<file path="config.mk">
export PLATFORM = sky130hd
export DESIGN_NAME = bcd_to_bin_seq
export DESIGN_NICKNAME = d
export VERILOG_FILES = /design/src/rtl/bcd_to_bin_seq.sv
export SDC_FILE = /design/constraint.sdc
export NUM_CORES = 1
export LEC_CHECK = 0
export CORE_ASPECT_RATIO = 0.9
export CORE_MARGIN = 2
export CORE_UTILIZATION = 30
export DETAILED_ROUTE_END_ITERATION = 16
export MAX_ROUTING_LAYER = met4
export SYNTH_ARGS = -nofsm -noshare
export SYNTH_HDL_FRONTEND = slang
export SYNTH_SLANG_ARGS = --single-unit
</file>
<file path="constraint.sdc">
create_clock -name sys_clk -period 1.35 [get_ports sys_clk]
set_input_delay 0.135 -clock sys_clk [delete_from_list [all_inputs] [get_ports sys_clk]]
set_output_delay 0.135 -clock sys_clk [all_outputs]
set_load 0.02 [all_outputs]
</file>
<file path="src/rtl/bcd_to_bin_seq.sv">
// Sequential BCD-to-binary converter using reverse double dabble.
// One right-shift-and-correct step per clock, valid/ready on both sides.
// A word with any digit above 9 still takes the full conversion time,
// then reports err=1 with a zero result.
module bcd_to_bin_seq #(
  parameter int DIGITS = 3,
  parameter int BIN_W  = 10
) (
  input  logic                  sys_clk,
  input  logic                  sys_rst_n,
  input  logic                  in_valid,
  output logic                  in_ready,
  input  logic [DIGITS*4-1:0]   num_in,
  output logic                  out_valid,
  input  logic                  out_ready,
  output logic [BIN_W-1:0]      num_out,
  output logic                  err
);

  localparam int BCD_W = DIGITS * 4;
  localparam int W_W   = BCD_W + BIN_W;
  localparam int CNT_W = (BIN_W > 1) ? $clog2(BIN_W) : 1;
  localparam logic [CNT_W-1:0] LAST_CNT = CNT_W'(BIN_W - 1);

  typedef enum logic [1:0] {
    IDLE,
    CONV,
    DONE
  } state_t;

  state_t state;
  state_t next_state;

  logic [W_W-1:0]   work;
  logic [W_W-1:0]   shifted;
  logic [W_W-1:0]   corrected;
  logic [CNT_W-1:0] cnt;
  logic             err_r;
  logic             digit_err;
  logic             last_step;

  assign in_ready  = (state == IDLE) & sys_rst_n;
  assign last_step = (state == CONV) && (cnt == LAST_CNT);

  // Flag any input digit that is not a legal BCD value (above 9).
  always_comb begin
    digit_err = 1'b0;
    for (int d = 0; d < DIGITS; d++) begin
      if (num_in[4*d +: 4] > 4'd9) begin
        digit_err = 1'b1;
      end
    end
  end

  // One reverse double-dabble step: shift right, then fix up BCD fields >= 8.
  always_comb begin
    shifted   = work >> 1;
    corrected = shifted;
    for (int d = 0; d < DIGITS; d++) begin
      if (shifted[BIN_W + 4*d +: 4] >= 4'd8) begin
        corrected[BIN_W + 4*d +: 4] = shifted[BIN_W + 4*d +: 4] - 4'd3;
      end
    end
  end

  // State register with synchronous active-low reset.
  always_ff @(posedge sys_clk) begin
    if (!sys_rst_n) begin
      state <= IDLE;
    end else begin
      state <= next_state;
    end
  end

  // Next-state logic: accept in IDLE, step through CONV, hold result in DONE.
  always_comb begin
    next_state = state;
    case (state)
      IDLE: begin
        if (in_valid) begin
          next_state = CONV;
        end
      end
      CONV: begin
        if (last_step) begin
          next_state = DONE;
        end
      end
      DONE: begin
        if (out_ready) begin
          next_state = IDLE;
        end
      end
      default: next_state = IDLE;
    endcase
  end

  // Datapath: load the word, iterate the working register, publish the result.
  always_ff @(posedge sys_clk) begin
    if (!sys_rst_n) begin
      work      <= '0;
      cnt       <= '0;
      err_r     <= 1'b0;
      out_valid <= 1'b0;
      num_out   <= '0;
      err       <= 1'b0;
    end else begin
      case (state)
        IDLE: begin
          if (in_valid) begin
            work  <= {num_in, {BIN_W{1'b0}}};
            cnt   <= '0;
            err_r <= digit_err;
          end
        end
        CONV: begin
          work <= corrected;
          cnt  <= cnt + 1'b1;
          if (cnt == LAST_CNT) begin
            out_valid <= 1'b1;
            num_out   <= err_r ? '0 : corrected[BIN_W-1:0];
            err       <= err_r;
          end
        end
        DONE: begin
          if (out_ready) begin
            out_valid <= 1'b0;
            err       <= 1'b0;
          end
        end
        default: begin
          out_valid <= 1'b0;
        end
      endcase
    end
  end

endmodule

</file>
## Word level (Yosys, flattened, before mapping)

Index checks and enable logic that the tools add are counted.

| word-level totals | value |
|---|---|
| flip-flop bits (word level) | 41 |

| cells by class | value |
|---|---|
| $add $sub $neg | 4 |
| $lt $le $gt $ge | 6 |
| equal/unequal tests | 7 |
| multiplexer cells | 20 |
| bitwise operators | 2 |
| reduce and logical (&&, ||, !) cells | 10 |

Operators with widths:

| cell | number |
|---|---|
| $pmux W22 S2 | 1 |
| $mux W22 | 1 |
| $mux W4 | 4 |
| $gt A4 B4 Y1 const B | 3 |
| $mux W10 | 1 |
| $reduce_and A3 Y1 | 3 |
| $ge A4 B4 Y1 const B | 2 |
| $pmux W4 S2 | 1 |
| $sub A4 B2 Y4 const B | 2 |
| $mux W1 | 6 |
| $mux W2 | 3 |
| $ne A2 B2 Y1 const B | 3 |
| $pmux W2 S3 | 1 |
| $reduce_and A2 Y1 | 3 |
| $add A4 B1 Y4 const B | 1 |
| $eq A4 B4 Y1 const B | 1 |
| $ge A3 B4 Y1 const B | 1 |
| $reduce_bool A2 Y1 | 2 |
| $sub A3 B2 Y4 const B | 1 |
| $pmux W1 S3 | 1 |
| $eq A2 B1 Y1 const B | 1 |
| $eq A2 B2 Y1 const B | 1 |
| $logic_not A2 Y1 | 1 |
| $ne A2 B1 Y1 const B | 1 |
| 4 further kinds | 4 |

## Depth between registers and ports, before layout

Gate-level depths: netlist (run 1).

| depth | value |
|---|---|
| depth after elaboration | 4 |
| depth in mapped cells | 7 |

## Worst setup path after synthesis (run 1)

Ideal clock, no wire load.

| path | value |
|---|---|
| kind | register -> register |
| from | register cnt[1] |
| to | register state[1] |
| setup time | 0.115 ns |
| arrival time | 1.365 ns |
| path slack | -0.129 ns |
| cell stages (with the launch flop) | 8 |
| period minus slack after synthesis | 1.479 ns |
| path through | dfxtp_1 -> inv_1 -> ha_1 -> and3b_1 -> and2_1 -> clkbuf_1 -> buf_4 -> o21a_1 |

| on the way | value |
|---|---|
| longest elaborated chain between the ends | 4 |

RTL lines:

| what | RTL line | text |
|---|---|---|
| from (decl) | 37 | `logic [CNT_W-1:0] cnt;` |
| from (signal assigned) | 118 | `cnt <= cnt + 1'b1;` |
| $eq A4 B4 Y1 | 43 | `assign last_step = (state == CONV) && (cnt == LAST_CNT);` |
| $logic_and A1 B1 Y1 | 43 |  |
| $ne A2 B2 Y1 (no line) | n/a |  |
| $reduce_and A3 Y1 (no line) | n/a |  |
| to (signal assigned) | 71 | `state <= next_state;` |
| to (decl) | 31 | `state_t state;` |

No other way between the ends.
A chain may end at the register's enable or synchronous reset.

## Worst setup path in the final report (run 1)

| path | value |
|---|---|
| from | register cnt[1] |
| to | register num_out[6] |

| on the way | value |
|---|---|
| longest elaborated chain between the ends | 2 |

RTL lines:

| what | RTL line | text |
|---|---|---|
| $eq A4 B4 Y1 | 119 | `if (cnt == LAST_CNT) begin` |
| $reduce_and A2 Y1 (no line) | n/a |  |
| to (signal assigned) | 121 | `num_out <= err_r ? '0 : corrected[BIN_W-1:0];` |
| to (decl) | 16 | `output logic [BIN_W-1:0] num_out,` |

No other way between the ends.

==> impl_metrics.py, run 1 <==
metrics = {
    "outcome": {
        "outcome": "complete, no violations",
    },
    "detailed_routing": {
        "wl_mm": 4.41,
        "drc": 0,
        "wl_per_cell_um": 12.8,
        "drt_iter0_drc": 95,
        "vias": 1625,
        "avgViaCountPerCell": 4.74,
        "ant_nets": 0,
        "dr.pass1.iters": 4,
    },
    "finish": {
        "layout.nets": 277,
        "antenna_cells": 0,
        "drive_gt1_share_pct": 18.8,
        "mostFrequentLayoutCells": "37 x dfxtp_1, 25 x nand2_1, 20 x buf_4",
        "syn_to_final_growth_pct": 34.5,
        "layout_commonest_cell": "dfxtp_1",
    },
    "power": {
        "p_sw_share_pct": 24.3,
        "power_density_nw_per_um2": 1010,
        "p_leak_nw": 0.982,
        "vdd_drop_max_v": 0.000342,
        "p_switching_mw": 0.628,
        "p_total_mw": 2.59,
        "comb_power_share_pct": 14.3,
        "power.internal_mw": 1.96,
        "seqPwrFrac_pct": 48.4,
        "pwr-share-clk_pct": 37.3,
    },
    "timing": {
        "slew_headroom_pct": 77.0,
        "period_needed_ns": 1.31,
        "finalCritPeriodShare_pct": 97.2,
        "tightest_slew_ns": 0.344,
        "timing.fmax_mhz": 762,
        "holdWs_ns": 0.385,
        "clock_skew_ns": 0.00511,
        "setup_violations": 0,
        "slew_viol_final": 0,
        "hold_violations": 0,
    },
    "worst_setup_path": {
        "arrival_ns": 1.54,
        "crit_start": "cnt[1]",
        "endpoint": "num_out[6]",
        "r2r-end": "num_out[6]",
        "crit_fanout": 5,
        "setup.worst_path.end_class": "flip-flop",
        "cp-start-kind": "flip-flop",
        "r2r_cells": 6,
        "crit_type": "flip-flop to flip-flop",
        "rr_startpoint": "cnt[1]",
        "rrSetupSlack_ns": 0.04,
        "critPathRequiredTime_ns": 1.58,
    },
    "yosys": {
        "avgSynthCellArea_sq_um": 9.00,
        "synthesis.nets": 233,
        "yosysWarningCount": 0,
        "syn_area_sq_um": 1900,
        "synth-seq-area-share_pct": 42.2,
        "synth_cell_types": 38,
        "syn-instance-count": 211,
        "synth_seq_cells": 40,
    },
    "floorplanning": {
        "die_w_um": 87.9,
        "die_area_sq_um": 6980,
        "core_area_sq_um": 6110,
        "die_h_um": 79.5,
        "io_pins": 29,
        "start_util_pct": 31.1,
        "rows": 27,
    },
    "global_route": {
        "grt_max_degree": 31,
        "grt_first_pass_wirelength_mm": 7.04,
        "grt_usage_pct": 13.2,
        "overflow": 0,
        "grt_pass1_vias": 1521,
        "antenna_found_initial": 0,
    },
    "cts": {
        "hold_buffers": 0,
        "cts_buffer_depth": 2,
        "htreeDepth": 2,
        "clk_latency_ns": 0.30,
        "clock-sinks": 40,
        "cts_tree": "built",
        "root_buffer": "clkbuf_8",
        "cts_buffers": 5,
        "clk_pin_slew_worst_paths_ns": 0.08,
    },
    "hold_path": {
        "hp-class": "primary input to flip-flop",
        "min_from": "num_in[8]",
    },
    "placed_design": {
        "place.gp.congestion": 0.756,
        "hpwl_mm": 2.84,
        "portBuffers": 28,
    },
    "job": {
        "maxCapViolations": 0,
    },
}
==> final cells by class <==
cell class / count / area (sq um)
fill: 612 / 3560
clock inverter: 2 / 35.0
multi-input combinational: 149 / 1000
sequential: 40 / 805
tap: 87 / 109
clock buffer: 6 / 72.6
inverter: 5 / 18.8
timing repair buffer: 54 / 512
==> cell families (layout without fill, tap and decap cells) <==
family	Yosys count	count (layout)	synth area share, %
compound gates	50	50	17.8
xor+xnor	5	5	2.31
fa+ha+maj	6	6	3.95
buf+inv	22	67	5.86
flops	40	40	42.2
mux	12	12	6.46
simple gates	76	76	21.5
==> critical path, cell delays in order, from the launching register on <==
cell	delay (ns)
dfxtp_2	0.34
inv_2	0.06
ha_2	0.15
and3b_2	0.19
and2_4	0.18
clkbuf_16	0.15
mux2i_1	0.17
==> cell usage after synthesis <==
master / count / area share, %
a21boi_1: 9 / 3.6
a21oi_1: 11 / 2.9
a22oi_1: 2 / 0.79
a311oi_2: 2 / 1.6
a31oi_1: 2 / 0.66
and2_1: 2 / 0.66
and3_1: 1 / 0.33
and3b_1: 2 / 0.92
buf_1: 1 / 0.20
buf_2: 2 / 0.53
buf_4: 1 / 0.40
buf_6: 3 / 1.8
clkbuf_1: 10 / 2.0
dfxtp_1: 40 / 42
ha_1: 6 / 4.0
inv_1: 5 / 0.99
mux2_2: 2 / 1.2
mux2i_1: 10 / 5.3
nand2_1: 25 / 4.9
nand2b_1: 1 / 0.33
nand3_1: 14 / 3.7
nand3b_1: 11 / 4.3
nand4_1: 7 / 2.3
nor2_1: 4 / 0.79
nor2b_1: 5 / 1.6
nor3_1: 1 / 0.26
nor3b_1: 2 / 0.79
o211a_1: 1 / 0.53
o211ai_1: 5 / 2.0
o21a_1: 2 / 0.79
o21ai_0: 11 / 2.9
o21ai_1: 1 / 0.26
o21ba_2: 1 / 0.53
o21bai_1: 1 / 0.40
o221ai_1: 2 / 0.92
or3b_1: 1 / 0.46
xnor2_1: 4 / 1.8
xor2_1: 1 / 0.46
==> per-stage QoR <==
step                util [%]  setup slack, ns  TNS, ns  instances  instance area, sq um
CTS                     40.9          -0.0422   -0.273        339                  2500
floorplan                  -          -0.0178  -0.0532        211                  1920
finish                  41.8           0.0373        0        343                  2550
global placement        39.3           -0.228    -2.28        331                  2400
detailed placement      39.3           -0.202    -2.41        331                  2400
global route            41.8          -0.0103  -0.0321        343                  2550
==> what timing repair did <==
action	4_1_cts	5_1_grt
buffers inserted	0	2
gates cloned	0	2
gates resized for setup	16	8
pin swaps	0	1
setup endpoints to repair	25	18
==> layer usage <==
| metal | vias to the layer above | global-route usage (%) | share of wire [%] | wire length [um] |
|---|---|---|---|---|
| met1 | 758 | 17.4 | 50 | 2200 |
| met2 | 27 | 19.5 | 45 | 1990 |
| met5 | - | - | 0 | 0 |
| met4 | 0 | 4.62 | 1.4 | 62 |
| li1 | 834 | - | - | - |
| met3 | 6 | 3.52 | 3.4 | 150 |
==> worst min-delay path by stage <==
stage                            end  slack [ns]  depth (start not counted)
after global placement    num_out[2]        0.45                          2
after detailed placement  num_out[3]        0.45                          2
after floorplan             work[18]        0.27                          2
after CTS                   work[18]        0.38                          3
final                       work[18]        0.39                          3
after global routing        work[18]        0.40                          3
==> registers in the layout, summed over array words and instances (netlist names) <==
name,count
cnt,4
err,1
err_r,1
num_out,10
out_valid,1
state,2
work,21
==> power by group through the flow <==
| stage | combinational, mW | sequential [mW] | clock (mW) |
|---|---|---|---|
| finish | 0.369 | 1.25 | 0.966 |
| global route | 0.408 | 1.26 | 1.04 |
| CTS | 0.362 | 1.25 | 0.999 |
| detailed placement | 0.361 | 1.28 | 0 |
| global placement | 0.358 | 1.28 | 0 |
| floorplan | 0.203 | 1.28 | 0 |
(Power assumes the default switching activity.)
==> run 2, diff against run 1 <==
--- a/config.mk
+++ b/config.mk
@@ -5,11 +5,14 @@
 export SDC_FILE = /design/constraint.sdc
 export NUM_CORES = 1
 export LEC_CHECK = 0
+export CELL_PAD_IN_SITES_DETAIL_PLACEMENT = 2
+export CELL_PAD_IN_SITES_GLOBAL_PLACEMENT = 2
 export CORE_ASPECT_RATIO = 0.9
 export CORE_MARGIN = 2
-export CORE_UTILIZATION = 30
+export CORE_UTILIZATION = 29
 export DETAILED_ROUTE_END_ITERATION = 16
 export MAX_ROUTING_LAYER = met4
+export PLACE_DENSITY_LB_ADDON = 0.1
 export SYNTH_ARGS = -nofsm -noshare
 export SYNTH_HDL_FRONTEND = slang
 export SYNTH_SLANG_ARGS = --single-unit
==> run 2 against run 1 <==
  * The run now ends with negative setup slack left
  * Via count is 7.2% higher
  * Clock power is 11% lower
  * Total power is 1.8% lower
  * Die area is 3.3% higher
  * Core utilization is 0.81 points higher
  * Final area is 3.6% higher
  * Combinational power is 16% higher
  * Final cell count is 1.7% higher
  * Fmax is 6.0% lower
  * Sequential power hardly changed
  * Sequential share of layout area is 0.96 points lower
  * Largest power group unchanged
  * Highest routed layer unchanged
==> impl_metrics.py, run 2 (synthesis gave the netlist of run 1 again) <==
metrics = {
    "placed_design": {
        "place.gp.congestion": 0.745,
        "portBuffers": 28,
        "dpl.cell_count": 335,
        "hpwl_mm": 4.19,
        "preCtsSetupSlack_ns": -0.295,
        "placed_area_sq_um": 2420,
    },
    "cts": {
        "cts_buffer_depth": 2,
        "clk_pin_slew_worst_paths_ns": 0.09,
        "root_buffer": "clkbuf_8",
        "clock-sinks": 40,
        "cts_tree": "built",
        "cts_buffers": 5,
        "htreeDepth": 2,
        "hold_buffers": 0,
        "clk_latency_ns": 0.29,
    },
    "detailed_routing": {
        "drc": 0,
        "drt_iter0_drc": 70,
        "wl_mm": 5.90,
        "wl_per_cell_um": 16.9,
        "ant_nets": 0,
        "dr.pass1.iters": 4,
        "avgViaCountPerCell": 4.99,
        "vias": 1742,
    },
    "floorplanning": {
        "rows": 27,
        "start_util_pct": 30.6,
        "die_w_um": 89.3,
        "die_area_sq_um": 7210,
        "die_h_um": 80.8,
        "core_area_sq_um": 6220,
        "io_pins": 29,
    },
    "finish": {
        "design_area_sq_um": 2650,
        "reg_top3": "work (21), num_out (10), cnt (4)",
        "mostFrequentLayoutCells": "36 x dfxtp_1, 24 x nand2_1, 23 x buf_4",
        "finish.utilization_pct": 42.6,
        "drive_gt1_share_pct": 22.9,
        "layout_commonest_cell": "dfxtp_1",
        "syn_to_final_growth_pct": 39.4,
        "antenna_cells": 0,
        "fill_cells": 705,
        "largest_register": "work",
        "largest_reg_flops": 21,
        "layout.nets": 283,
        "fin_cells": 349,
    },
    "worst_setup_path": {
        "critPathRequiredTime_ns": 1.52,
        "crit_type": "flip-flop to flip-flop",
        "cp-start-kind": "flip-flop",
        "arrival_ns": 1.57,
        "setup.worst_path.end_class": "flip-flop",
        "crit_fanout": 19,
    },
    "global_route": {
        "grt_first_pass_wirelength_mm": 9.49,
        "grt_max_degree": 31,
        "antenna_found_initial": 0,
        "grt_pass1_vias": 1887,
        "grt_usage_pct": 17.4,
        "overflow": 0,
    },
    "timing": {
        "finalCritPeriodShare_pct": 103,
        "setup_slack_ns": -0.0463,
        "tightest_slew_ns": 0.353,
        "period_needed_ns": 1.40,
        "timing.fmax_mhz": 716,
        "setup_violations": 7,
        "clock_skew_ns": 0.0124,
        "rsz0062_at_grt": "true",
        "slew_headroom_pct": 76.4,
        "slew_viol_final": 0,
        "hold_violations": 0,
    },
    "outcome": {
        "outcome": "finished with violations",
        "violations": "negative setup slack",
    },
    "power": {
        "p_total_mw": 2.54,
        "p_leak_nw": 1.01,
        "power_density_nw_per_um2": 960,
        "vdd_drop_max_v": 0.000402,
    },
    "job": {
        "maxCapViolations": 0,
    },
    "hold_path": {
        "hp-class": "primary input to flip-flop",
    },
}
run 2: cell types whose count changed in the layout (fill, tap and decap cells not counted), sizes merged:
| cell | previous run | this run |
|---|---|---|
| buf | 26 | 31 |
| bufinv | 1 | 0 |
| clkbuf | 7 | 8 |
| clkdlybuf4s15 | 0 | 1 |
| clkinv | 1 | 0 |
| clkinvlp | 0 | 1 |
run 2: critical path: stages (launching register included):
cell	delay, ns
dfxtp_2	0.36
buf_6	0.13
or3b_4	0.40
buf_12	0.17
o221ai_2	0.15
a21oi_1	0.06
run 2: final timing paths:
| path | from | end | slack [ns] | depth (start not counted) |
|---|---|---|---|---|
| max reg2reg | state[1] | work[17] | -0.05 | 5 |
| max | state[1] | work[17] | -0.05 | 5 |
| min | num_in[8] | work[18] | 0.41 | 3 |
| min reg2reg | num_out[3] | num_out[3] | 0.46 | 2 |
run 2: layout make-up:
cell class	count	area [sq um]	share of cell area, %
repair buffers	60	589	22.3
multi-input cells	149	1030	38.8
well taps	87	109	4.11
clock inverters	1	7.51	0.284
clock buffers	7	86.3	3.26
inverters	5	18.8	0.709
flip-flops and latches	40	808	30.5
run 2: what timing repair did:
item / in CTS / in global routing
endpoints found under the setup margin: 41 / 27
cloned: 0 / 1
buffers inserted: 2 / 3
pin swaps: 1 / 0
resized for setup: 30 / 7
run 2: where the power goes:
part,total (mW),internal (mW),switching (mW)
Sequential,1.26,1.22,0.0357
Combinational,0.429,0.221,0.208
Clock,0.857,0.416,0.441
run 2: layer usage:
metal  vias up  GRT usage, %  routed length [um]
met2        30          30.2                2950
met1       863          21.3                2760
li1        844             -                   -
met3         5          3.35                 149
met5         -             -                   0
met4         0          2.69                  36
run 2: stage by stage:
stage / hold slack [ns] / TNS, ns
final: 0.413 / -0.199
after global routing: 0.454 / -0.801
after CTS: 0.406 / -0.177
after detailed placement: 0.457 / -6.53
after global placement: 0.445 / -5.43
after floorplan: 0.269 / -0.0532
==> run 3, diff against run 2 <==
==> constraint.sdc (replaced) <==
create_clock -name sys_clk -period 1.2 [get_ports sys_clk]
set_input_delay 0.12 -clock sys_clk [delete_from_list [all_inputs] [get_ports sys_clk]]
set_output_delay 0.12 -clock sys_clk [all_outputs]
set_load 0.02 [all_outputs]
==> run 3 against run 2 <==
  * The run still ends with negative setup slack left
  * Combinational power is 31% higher
  * Fmax is 2.9% higher
  * Critical path type unchanged
  * Flip-flop and latch count stayed put
  * Worst setup slack worse by 0.11 ns
  * Final cell count is 2.3% higher
  * Clock skew hardly changed
  * Clock-buffer cell count is 2 lower
  * Sequential share of layout area is 2.5 points lower
  * Routed wire length is 7.8% higher
==> impl_metrics.py, run 3 (synthesis gave the netlist of run 1 again) <==
metrics = {
    "worst_setup_path": {
        "setup.worst_path.end_class": "flip-flop",
        "crit_fanout": 19,
        "r2r_cells": 5,
        "rrSetupSlack_ns": -0.16,
        "r2r-end": "work[17]",
        "crit_type": "flip-flop to flip-flop",
        "cp-start-kind": "flip-flop",
        "arrival_ns": 1.55,
        "rr_startpoint": "state[1]",
        "critPathRequiredTime_ns": 1.40,
    },
    "finish": {
        "largest_reg_flops": 21,
        "syn_to_final_growth_pct": 51.6,
        "reg_top3": "work (21), num_out (10), cnt (4)",
        "fill_cells": 691,
        "antenna_cells": 0,
        "layout.nets": 291,
        "design_area_sq_um": 2880,
        "largest_register": "work",
        "layout_commonest_cell": "dfxtp_1",
        "mostFrequentLayoutCells": "36 x dfxtp_1, 27 x buf_4, 24 x nand2_1",
        "drive_gt1_share_pct": 34.1,
    },
    "power": {
        "p_switching_mw": 0.876,
        "p_sw_share_pct": 27.7,
        "seqPwrFrac_pct": 44.7,
        "power_density_nw_per_um2": 1100,
        "power.internal_mw": 2.29,
        "vdd_drop_max_v": 0.000440,
        "p_leak_nw": 1.09,
        "comb_power_share_pct": 17.8,
        "pwr-share-clk_pct": 37.6,
    },
    "detailed_routing": {
        "vias": 1805,
        "wl_per_cell_um": 17.8,
        "m1WireLength_mm": 2.97,
        "wl_met2_mm": 3.14,
        "top_layer": "met4",
        "wl_mm": 6.36,
        "ant_nets": 0,
        "drc": 0,
        "dr.pass1.iters": 4,
        "route.met3.wl_um": 160,
        "avgViaCountPerCell": 5.06,
        "drt_iter0_drc": 43,
    },
    "timing": {
        "clock_skew_ns": 0.0125,
        "timing.fmax_mhz": 737,
        "hold_violations": 0,
        "finalCritPeriodShare_pct": 113,
        "slew_headroom_pct": 72.0,
        "period_needed_ns": 1.36,
        "setup_violations": 37,
        "slew_viol_final": 0,
        "tightest_slew_ns": 0.419,
        "setup_slack_ns": -0.156,
        "rsz0062_at_grt": "true",
    },
    "cts": {
        "hold_buffers": 0,
        "clk_latency_ns": 0.31,
        "cts_tree": "built",
        "clock-sinks": 40,
        "htreeDepth": 2,
        "clk_pin_slew_worst_paths_ns": 0.09,
        "cts_buffers": 5,
        "root_buffer": "clkbuf_8",
        "cts_buffer_depth": 2,
    },
    "floorplanning": {
        "die_w_um": 89.3,
        "start_util_pct": 30.6,
        "die_area_sq_um": 7210,
        "core_area_sq_um": 6220,
        "die_h_um": 80.8,
        "rows": 27,
        "io_pins": 29,
    },
    "outcome": {
        "violations": "negative setup slack",
        "outcome": "finished with violations",
    },
    "hold_path": {
        "hold_path_end": "work[18]",
        "hold_path_depth": 3,
        "hp-class": "primary input to flip-flop",
        "min_from": "num_in[8]",
    },
    "global_route": {
        "antenna_found_initial": 0,
        "grt_usage_pct": 19.8,
        "grt_first_pass_wirelength_mm": 10.4,
        "grt_pass1_vias": 2037,
        "overflow": 0,
        "grt_max_degree": 30,
    },
    "placed_design": {
        "placed_area_sq_um": 2540,
        "hpwl_mm": 4.25,
        "portBuffers": 28,
        "place.gp.congestion": 0.801,
        "preCtsSetupSlack_ns": -0.403,
    },
    "job": {
        "maxCapViolations": 0,
    },
}
-- run 3: changes by cell type in the layout (fill, tap and decap cells not counted), moves of 2 or more --
cell,change
a21oi_1,-4
a21oi_2,+4
a22oi_1,-2
a22oi_2,+2
buf_4,+4
buf_6,+5
nand3_1,-9
nand3_2,+9
o21ai_0,-5
o21ai_1,+2
o21ai_2,+3
-- run 3: cell type report --
type	instances	area (sq um)	share of cell area, %
multi-input combinational	149	1160	40.4
sequential	40	808	28.1
timing repair buffer	68	667	23.2
tap	87	109	3.78
clock buffer	5	68.8	2.39
clock inverter	3	46.3	1.61
inverter	5	18.8	0.652
-- run 3: critical path, stage by stage (launching register included) --
cell	delay, ns
dfxtp_2	0.35
buf_6	0.14
or3b_4	0.38
buf_12	0.18
o221ai_2	0.15
a21oi_2	0.04
-- run 3: worst max path at each step --
stage,cells after the start,slack (ns),end,startpoint
4_1_cts,3,-0.17,in_ready,state[0]
3_5_place_dp,6,-0.40,cnt[1],in_valid
2_1_floorplan,7,-0.17,state[1],cnt[1]
3_3_place_gp,6,-0.36,cnt[1],in_valid
6_report,5,-0.16,work[17],state[1]
5_1_grt,5,-0.21,work[13],state[1]
-- run 3: timing repair --
action / in CTS / in global routing
endpoints found under the setup margin: 51 / 39
pin swaps: 10 / 6
setup buffers: 4 / 2
cloned: 2 / 0
gates resized for setup: 46 / 21
-- run 3: power by group through the flow --
stage                     Clock, mW  Sequential [mW]  Combinational, mW
after floorplan                   0             1.44              0.244
after global placement            0             1.44              0.459
after detailed placement          0             1.44              0.481
after CTS                      1.23             1.42              0.531
after global routing           1.27             1.42              0.612
final                          1.19             1.42              0.563
-- run 3: per-layer routing --
| layer | vias up | GRT usage [%] |
|---|---|---|
| met5 | - | - |
| met4 | 0 | 6.12 |
| met3 | 8 | 4.07 |
| met2 | 24 | 33.2 |
| met1 | 912 | 24.0 |
| li1 | 861 | - |
-- run 3: metrics by stage --
| step | TNS, ns | power [mW] | utilization (%) | hold WS, ns | cells |
|---|---|---|---|---|---|
| 3_3_place_gp | -9.91 | 1.90 | 40.9 | 0.442 | 342 |
| 2_1_floorplan | -2.28 | 1.68 | - | 0.254 | 211 |
| 3_5_place_dp | -11.49 | 1.92 | 40.9 | 0.455 | 342 |
| 4_1_cts | -2.89 | 3.18 | 45.2 | 0.354 | 355 |
| 5_1_grt | -5.45 | 3.30 | 46.3 | 0.408 | 357 |
| 6_report | -3.39 | 3.17 | 46.3 | 0.366 | 357 |
